### src/rtl/mdu_pkg.sv
// Shared multiply/divide unit definitions: funct3 encodings, result-buffer state and entry.
// The overflow flag field exists only when MUL_OVERFLOW_EN is defined.
package mdu_pkg;

  localparam int RES_W = 64;

  localparam logic [2:0] F3_MUL    = 3'b000;
  localparam logic [2:0] F3_MULH   = 3'b001;
  localparam logic [2:0] F3_MULHSU = 3'b010;
  localparam logic [2:0] F3_MULHU  = 3'b011;

  typedef enum logic [1:0] {
    EMPTY = 2'd0,
    ONE   = 2'd1,
    FULL  = 2'd2
  } mulres_count_t;

  // result is sized for the widest XLEN; narrower builds use the low bits
  typedef struct packed {
    logic [RES_W-1:0] result;
`ifdef MUL_OVERFLOW_EN
    logic             ovf;
`endif
  } mulres_entry_t;

endpackage

### src/rtl/mul_result_select.sv
// Combinational selection/formatting of the multiplier product into a buffer entry.
// Computes the overflow flag as well when MUL_OVERFLOW_EN is defined.
module mul_result_select
  import mdu_pkg::*;
#(
  parameter int XLEN = 64
) (
  input  logic [2*XLEN-1:0] prod,
  input  logic [2:0]        funct3,
  input  logic              w64,
  output mulres_entry_t     entry
);

  logic [XLEN-1:0] lo_s;
  logic [XLEN-1:0] hi_s;
  logic [31:0]     lo32_s;
  logic            is_word_s;

  assign lo_s      = prod[XLEN-1:0];
  assign hi_s      = prod[2*XLEN-1:XLEN];
  assign lo32_s    = prod[31:0];
  assign is_word_s = w64 && (XLEN == 64);

  // Pick low half, sign-extended word, or high half; reserved funct3 yields zero
  always_comb begin
    entry = '0;
    case (funct3)
      F3_MUL: begin
        if (is_word_s) begin
          entry.result = {{32{lo32_s[31]}}, lo32_s};
`ifdef MUL_OVERFLOW_EN
          entry.ovf    = (prod[63:32] != {32{lo32_s[31]}});
`endif
        end else begin
          entry.result = RES_W'(lo_s);
`ifdef MUL_OVERFLOW_EN
          entry.ovf    = (hi_s != {XLEN{lo_s[XLEN-1]}});
`endif
        end
      end
      F3_MULH, F3_MULHSU, F3_MULHU: begin
        entry.result = RES_W'(hi_s);
      end
      default: begin
        entry.result = '0;
      end
    endcase
  end

endmodule

### src/rtl/mul_result.sv
// Multiply result stage: formats the product and holds it in an OUT + SKID buffer toward writeback.
// Define MUL_OVERFLOW_EN to add the MulOvfW flag, stored and timed together with the result.
module mul_result
  import mdu_pkg::*;
#(
  parameter int XLEN = 64
) (
  input  logic              clk,
  input  logic              reset,
  input  logic [2*XLEN-1:0] ProdM,
  input  logic [2:0]        Funct3M,
  input  logic              W64M,
  input  logic              ProdValidM,
  output logic              ProdReadyM,
  input  logic              FlushW,
  output logic              ResValidW,
  input  logic              ResReadyW,
  output logic [XLEN-1:0]   MulResultW
`ifdef MUL_OVERFLOW_EN
  ,
  output logic              MulOvfW
`endif
);

  mulres_count_t count_r;
  mulres_entry_t out_r;
  mulres_entry_t skid_r;
  mulres_entry_t sel_s;
  logic          accept_s;
  logic          pop_s;

  mul_result_select #(.XLEN(XLEN)) u_select (
    .prod   (ProdM),
    .funct3 (Funct3M),
    .w64    (W64M),
    .entry  (sel_s)
  );

  // Handshakes depend only on the registered count, never on ResReadyW
  assign ProdReadyM = (count_r != FULL);
  assign ResValidW  = (count_r != EMPTY);
  assign MulResultW = out_r.result[XLEN-1:0];
`ifdef MUL_OVERFLOW_EN
  assign MulOvfW    = out_r.ovf;
`endif

  assign accept_s = ProdValidM & ProdReadyM;
  assign pop_s    = ResValidW & ResReadyW;

  // Two-entry buffer; OUT is cleared whenever it empties so the output reads zero
  always_ff @(posedge clk) begin
    if (!reset) begin
      count_r <= EMPTY;
      out_r   <= '0;
      skid_r  <= '0;
    end else if (FlushW) begin
      count_r <= EMPTY;
      out_r   <= '0;
      skid_r  <= '0;
    end else begin
      case (count_r)
        EMPTY: begin
          if (accept_s) begin
            out_r   <= sel_s;
            count_r <= ONE;
          end
        end
        ONE: begin
          if (accept_s && pop_s) begin
            out_r   <= sel_s;
          end else if (accept_s) begin
            skid_r  <= sel_s;
            count_r <= FULL;
          end else if (pop_s) begin
            out_r   <= '0;
            count_r <= EMPTY;
          end
        end
        FULL: begin
          if (pop_s) begin
            out_r   <= skid_r;
            skid_r  <= '0;
            count_r <= ONE;
          end
        end
        default: begin
          count_r <= EMPTY;
          out_r   <= '0;
          skid_r  <= '0;
        end
      endcase
    end
  end

endmodule

### config.mk
export PLATFORM = sky130hd
export DESIGN_NAME = mul_result
export DESIGN_NICKNAME = d
export VERILOG_FILES = /design/src/rtl/mdu_pkg.sv /design/src/rtl/mul_result_select.sv /design/src/rtl/mul_result.sv
export SDC_FILE = /design/constraint.sdc
export NUM_CORES = 1
export LEC_CHECK = 0
export BUFFER_PORTS_ARGS = -buffer_cell sky130_fd_sc_hd__buf_2
export CAP_MARGIN = 5
export CORE_MARGIN = 2
export CORE_UTILIZATION = 30
export CTS_CLUSTER_DIAMETER = 60
export DETAILED_ROUTE_END_ITERATION = 6
export HOLD_SLACK_MARGIN = 0.06
export SYNTH_ARGS = -nofsm -noshare
export SYNTH_HDL_FRONTEND = slang
export SYNTH_SLANG_ARGS = --single-unit
### constraint.sdc
create_clock -name clk -period 3.6 [get_ports clk]
set_clock_uncertainty 0.2 [all_clocks]
set_input_delay 0.54 -clock clk [delete_from_list [all_inputs] [get_ports clk]]
set_output_delay 0.54 -clock clk [all_outputs]
set_load 0.05 [all_outputs]
==> results of run 1 <==
==> cell families after synthesis <==
group,count (synthesis),synth area share
DFF,130,0.439
muxes,65,0.113
buffers and inverters,63,0.0586
AOI/OAI and AO/OA,202,0.276
and+or+nand+nor,148,0.114
==> final timing paths <==
path | slack [ns] | cells past startpoint | to
worst max-delay path | 1.29 | 4 | MulResultW[10]
worst min-delay path | 0.24 | 2 | MulResultW[4]
worst max register to register | 1.29 | 4 | MulResultW[10]
worst min register to register | 0.24 | 2 | MulResultW[4]
==> final cells by class <==
class | count | area, um2
antenna | 2 | 5.00
clock buffer | 18 | 439
clock inverter | 14 | 200
fill | 1957 | 11800
inverter | 1 | 3.75
multi-input combinational | 415 | 3000
sequential | 130 | 2600
tap | 265 | 332
timing repair buffer | 213 | 1110
==> synthesized netlist by cell type, drive strengths merged <==
master | instances | area [um2]
a211o | 1 | 8.76
a21oi | 2 | 10.0
a221o | 32 | 320
a22oi | 32 | 240
a2bb2oi | 78 | 683
and2b | 5 | 37.5
and4b | 1 | 10.0
and4bb | 1 | 12.5
buf | 35 | 243
clkbuf | 27 | 101
dfxtp | 130 | 2600
inv | 1 | 3.75
mux2 | 14 | 158
mux2i | 51 | 510
nand2 | 34 | 128
nand2b | 4 | 40.0
nand3 | 1 | 10.0
nand3b | 1 | 7.51
nor2 | 80 | 303
nor2b | 17 | 106
nor3 | 2 | 10.0
o211a | 1 | 10.0
o21a | 1 | 7.51
o21ai | 34 | 170
o21ba | 1 | 10.0
o22a | 1 | 8.76
o22ai | 1 | 12.5
o2bb2ai | 18 | 158
or2 | 1 | 6.26
or3 | 1 | 6.26
==> through the flow <==
stage	cell area, um2	total power, mW
6_report	7690	3.80
5_1_grt	7690	3.95
4_1_cts	7680	3.85
3_5_place_dp	7050	1.95
3_3_place_gp	7050	1.95
2_1_floorplan	5930	1.81
==> power breakdown <==
| group | internal (mW) | switching [mW] | total [mW] |
|---|---|---|---|
| Sequential | 1.46 | 0.0125 | 1.47 |
| Combinational | 0.197 | 0.252 | 0.449 |
| Clock | 1.19 | 0.691 | 1.88 |
| Total | 2.84 | 0.956 | 3.80 |
==> layer usage <==
| layer | vias up | share of wire | global-route usage |
|---|---|---|---|
| met4 | 0 | 0.011 | 0.0562 |
| li1 | 2615 | - | - |
| met3 | 14 | 0.064 | 0.0440 |
| met2 | 164 | 0.46 | 0.261 |
| met1 | 2453 | 0.46 | 0.207 |
| met5 | - | 0 | 0 |
==> flip-flops by register name (all words and copies together) (netlist names) <==
| register | flops |
|---|---|
| MulResultW | 64 |
| count_r | 2 |
| skid_r | 64 |
==> critical path, delay by kind of cell, from the launching register on <==
kind	cells	cell delay, ns
AO/OA/AOI/OAI	3	0.99
buffers and inverters	1	0.35
flip-flops	1	0.64
==> placed cells by master (no fill, tap or decap), drive strengths merged, types with 2 or more instances in the layout <==
cell type	count
mux2i	51
nor2	80
a2bb2oi	78
nor2b	17
buf	213
clkbuf	18
a221o	32
clkinv	2
o2bb2ai	18
mux2	14
nor3	2
bufinv	4
inv	6
diode	2
o21ai	34
a21oi	2
dfxtp	130
a22oi	32
nand2b	4
nand2	34
clkinvlp	3
and2b	5
==> results.cfg, run 1 <==
[global_routing]
first_global_vias = 4943
grt_usage = 0.161
grt_pass1_wl_mm = 25.9
grt_max_degree = 67
antenna_found_initial = 2
overflow = 0

[sta]
rsz0062_at_grt = no
setup_ws_ns = 1.29
finalCritPeriodShare = 0.642
setup_violations = 0
slew_violations = 0
fin_crit_ns = 2.31
slew_headroom = 0.412
worst_pin_slew_ns = 0.882
final.setup.tns_ns = 0
hold_viol = 0
hold_ws_ns = 0.243
fmaxAchievable_ghz = 0.433

[floorplan]
io_pins = 203
start_util = 0.305
die-height_um = 145
die_w_um = 145
rows = 51
dieArea_um2 = 20900
core_area_um2 = 19500

[power]
cellPowerDensity_nw_per_um2 = 494
vdd_drop_max_mv = 0.304
p_leak_nw = 3.27

[setup_path]
start_kind = flop
r2r-start = count_r[0]
cp_slowest_cell = a211o_1
startpoint = count_r[0]
slowest_delay_ns = 0.72
cp.required_ns = 3.70
path_cells = a211o_1 -> buf_4 -> a2bb2oi_1 -> o21ai_1
critical_path_arrival_ns = 2.41
cp-end-kind = flop
worstSetupPathType = flop to flop
critPathMaxFanout = 20

[synthesis]
yosysSeqAreaShare = 0.439
synth_area_um2 = 5930
synth_cell_types = 36
syn-num-nets = 745
yosys_warnings = 0
synth_cells = 608
ys_ff_latch = 130
syn_area_per_cell_um2 = 9.76

[layout]
drive_gt1_frac = 0.340
syn2layout_area_growth_pct = 29.6
final-instance-count-excl-fill = 1058
utilization = 0.395
fin_nets = 915

[min_path]
min_path_type = flop to flop
worstHoldStart = MulResultW[4]

[clock_tree]
cts-root-buf = clkbuf_16
post_cts_resized = 0
clk_latency_ns = 0.42
cts_setup_buffers = 0
numCtsBuffers = 17
cts.path.max_buffers = 2
clkTransAtPathRegs_ns = 0.06
cts_tree = built
htree_levels = 4
cts_sinks = 130
hold_buffers = 0

[detailed_routing]
routed_wirelength_mm = 17.0
first_iter_violations = 213
num_vias = 5246
ant_nets = 0
firstDrtPassIters = 6
routedWlPerCell_um = 16.0
detail_route.vias_per_cell = 4.96
drc = 0

[placed_design]
dp_slack_ns = 1.09
gp_congestion = 0.755
dp.cells = 1024
portBuffers = 202
dp_hpwl_mm = 10.9

[job]
max_cap_violations = 0

[outcome]
status = complete, no violations
Power figures use the tool's default switching activity.
==> run 2, diff against run 1 <==
==> constraint.sdc (replaced) <==
create_clock -name clk -period 2 [get_ports clk]
set_clock_uncertainty 0.2 [all_clocks]
set_input_delay 0.3 -clock clk [delete_from_list [all_inputs] [get_ports clk]]
set_output_delay 0.3 -clock clk [all_outputs]
set_load 0.05 [all_outputs]
==> results.cfg, run 2 (same netlist as run 1, synthesis figures left out) <==
[sta]
slew_headroom = 0.468
fmaxAchievable_ghz = 0.521
fin_crit_ns = 1.92
slew_violations = 0
rsz0062_at_grt = no
hold_ws_ns = 0.0722
final.setup.tns_ns = 0
worst_pin_slew_ns = 0.798
finalCritPeriodShare = 0.959
setup_violations = 0
setup_ws_ns = 0.0815
hold_viol = 0

[global_routing]
antenna_found_initial = 2
first_global_vias = 4967
grt_usage = 0.162
gr-usage-met1 = 0.215
overflow = 0
busiest_layer = met2
use_met2 = 0.260
grt_use_met3 = 0.0384
grt_pass1_wl_mm = 26.3
grt_max_degree = 35

[detailed_routing]
detail_route.vias_per_cell = 4.94
first_iter_violations = 186
routedWlPerCell_um = 16.0
drc = 0
routed_wirelength_mm = 17.2
firstDrtPassIters = 4
num_vias = 5326
ant_nets = 0

[setup_path]
start_kind = flop
critical_path_arrival_ns = 1.42
ff2ff_setup_slack_ns = 0.28
cp_slowest_cell = dfxtp_1
path_cells = buf_4 -> or2_2 -> buf_2
cp-end-kind = output port
cp.required_ns = 1.50
critPathMaxFanout = 7
worstSetupPathType = flop to output port
slowest_delay_ns = 0.34

[layout]
final_common_cell = buf_2
most-common-layout-cells = 201 x buf_2, 129 x dfxtp_1, 79 x nor2_1
syn2layout_area_growth_pct = 34.1
fin_nets = 936
final-instance-count-excl-fill = 1079
drive_gt1_frac = 0.351
fillers = 1904

[power]
vdd_drop_max_mv = 0.556
cellPowerDensity_nw_per_um2 = 871
p_total_mw = 6.93
p_leak_nw = 3.40

[floorplan]
io_pins = 203
rows = 51
die-height_um = 145
dieArea_um2 = 20900
start_util = 0.305
die_w_um = 145
core_area_um2 = 19500

[job]
max_cap_violations = 0

[placed_design]
dp.cells = 1037
dp_slack_ns = 0.0101
portBuffers = 202
dp_hpwl_mm = 11.4
gp_congestion = 0.775

[clock_tree]
numCtsBuffers = 17
clk_latency_ns = 0.41
clkTransAtPathRegs_ns = 0.06
htree_levels = 4
cts_tree = built
cts-root-buf = clkbuf_16
cts_sinks = 130
cts.path.max_buffers = 2

[min_path]
min_path_type = input port to flop

[outcome]
status = complete, no violations
-- run 2: cell count changes in the layout (fill, tap and decap cells not counted), moves of 3 or more --
cell           before  now
inv_6               5    1
buf_12              1    7
buf_4              10   19
clkinv_2            1    4
dlygate4sd3_1       0    6
-- run 2: routing by layer --
layer	routed length, um	part of all wire
met1	8080	0.47
met2	7830	0.45
met3	1140	0.066
met4	186	0.011
met5	0	0
-- run 2: stage by stage --
step	util	instance area, um2
final	0.409	7960
after global routing	0.409	7950
after CTS	0.408	7930
after detailed placement	0.371	7220
after global placement	0.371	7220
after floorplan	-	5930
-- run 2: cell type report --
class | count | area [um2] | area share
Multi-Input combinational cell | 415 | 3010 | 0.378
Sequential cell | 130 | 2600 | 0.327
Timing Repair Buffer | 234 | 1360 | 0.170
Clock buffer | 18 | 439 | 0.0552
Tap cell | 265 | 332 | 0.0417
Clock inverter | 14 | 210 | 0.0264
Antenna cell | 2 | 5.00 | 0.000629
Inverter | 1 | 3.75 | 0.000472
-- run 2: path summary, 6_finish.rpt --
check / from / to / cells past startpoint
hold / removal: ProdM[106] / skid_r[42] / 4
hold reg to reg: MulResultW[17] / MulResultW[17] / 2
setup / recovery: count_r[0] / ResValidW / 3
setup reg to reg: count_r[0] / skid_r[0] / 5
-- run 2: worst max-delay path, delay by kind of cell (launching register included) --
kind                   cells  cell delay (ns)
flip-flops                 1             0.34
buffers and inverters      2             0.40
AND/OR/NAND/NOR            1             0.27
-- run 2: repair_timing --
action | in CTS | in global routing
resized for setup | 2 | 1
cloned | 0 | 0
buffers inserted | 0 | 2
pin swaps | 0 | 0
endpoints found under the hold margin | 6 | 0
hold buffers | 6 | 0
endpoints found under the setup margin | 1 | 39
-- run 2: power by group --
group	switching [mW]	total, mW	internal (mW)
sequential	0.0198	2.65	2.63
combinational	0.467	0.856	0.389
clock	1.19	3.43	2.24
total	1.67	6.93	5.26
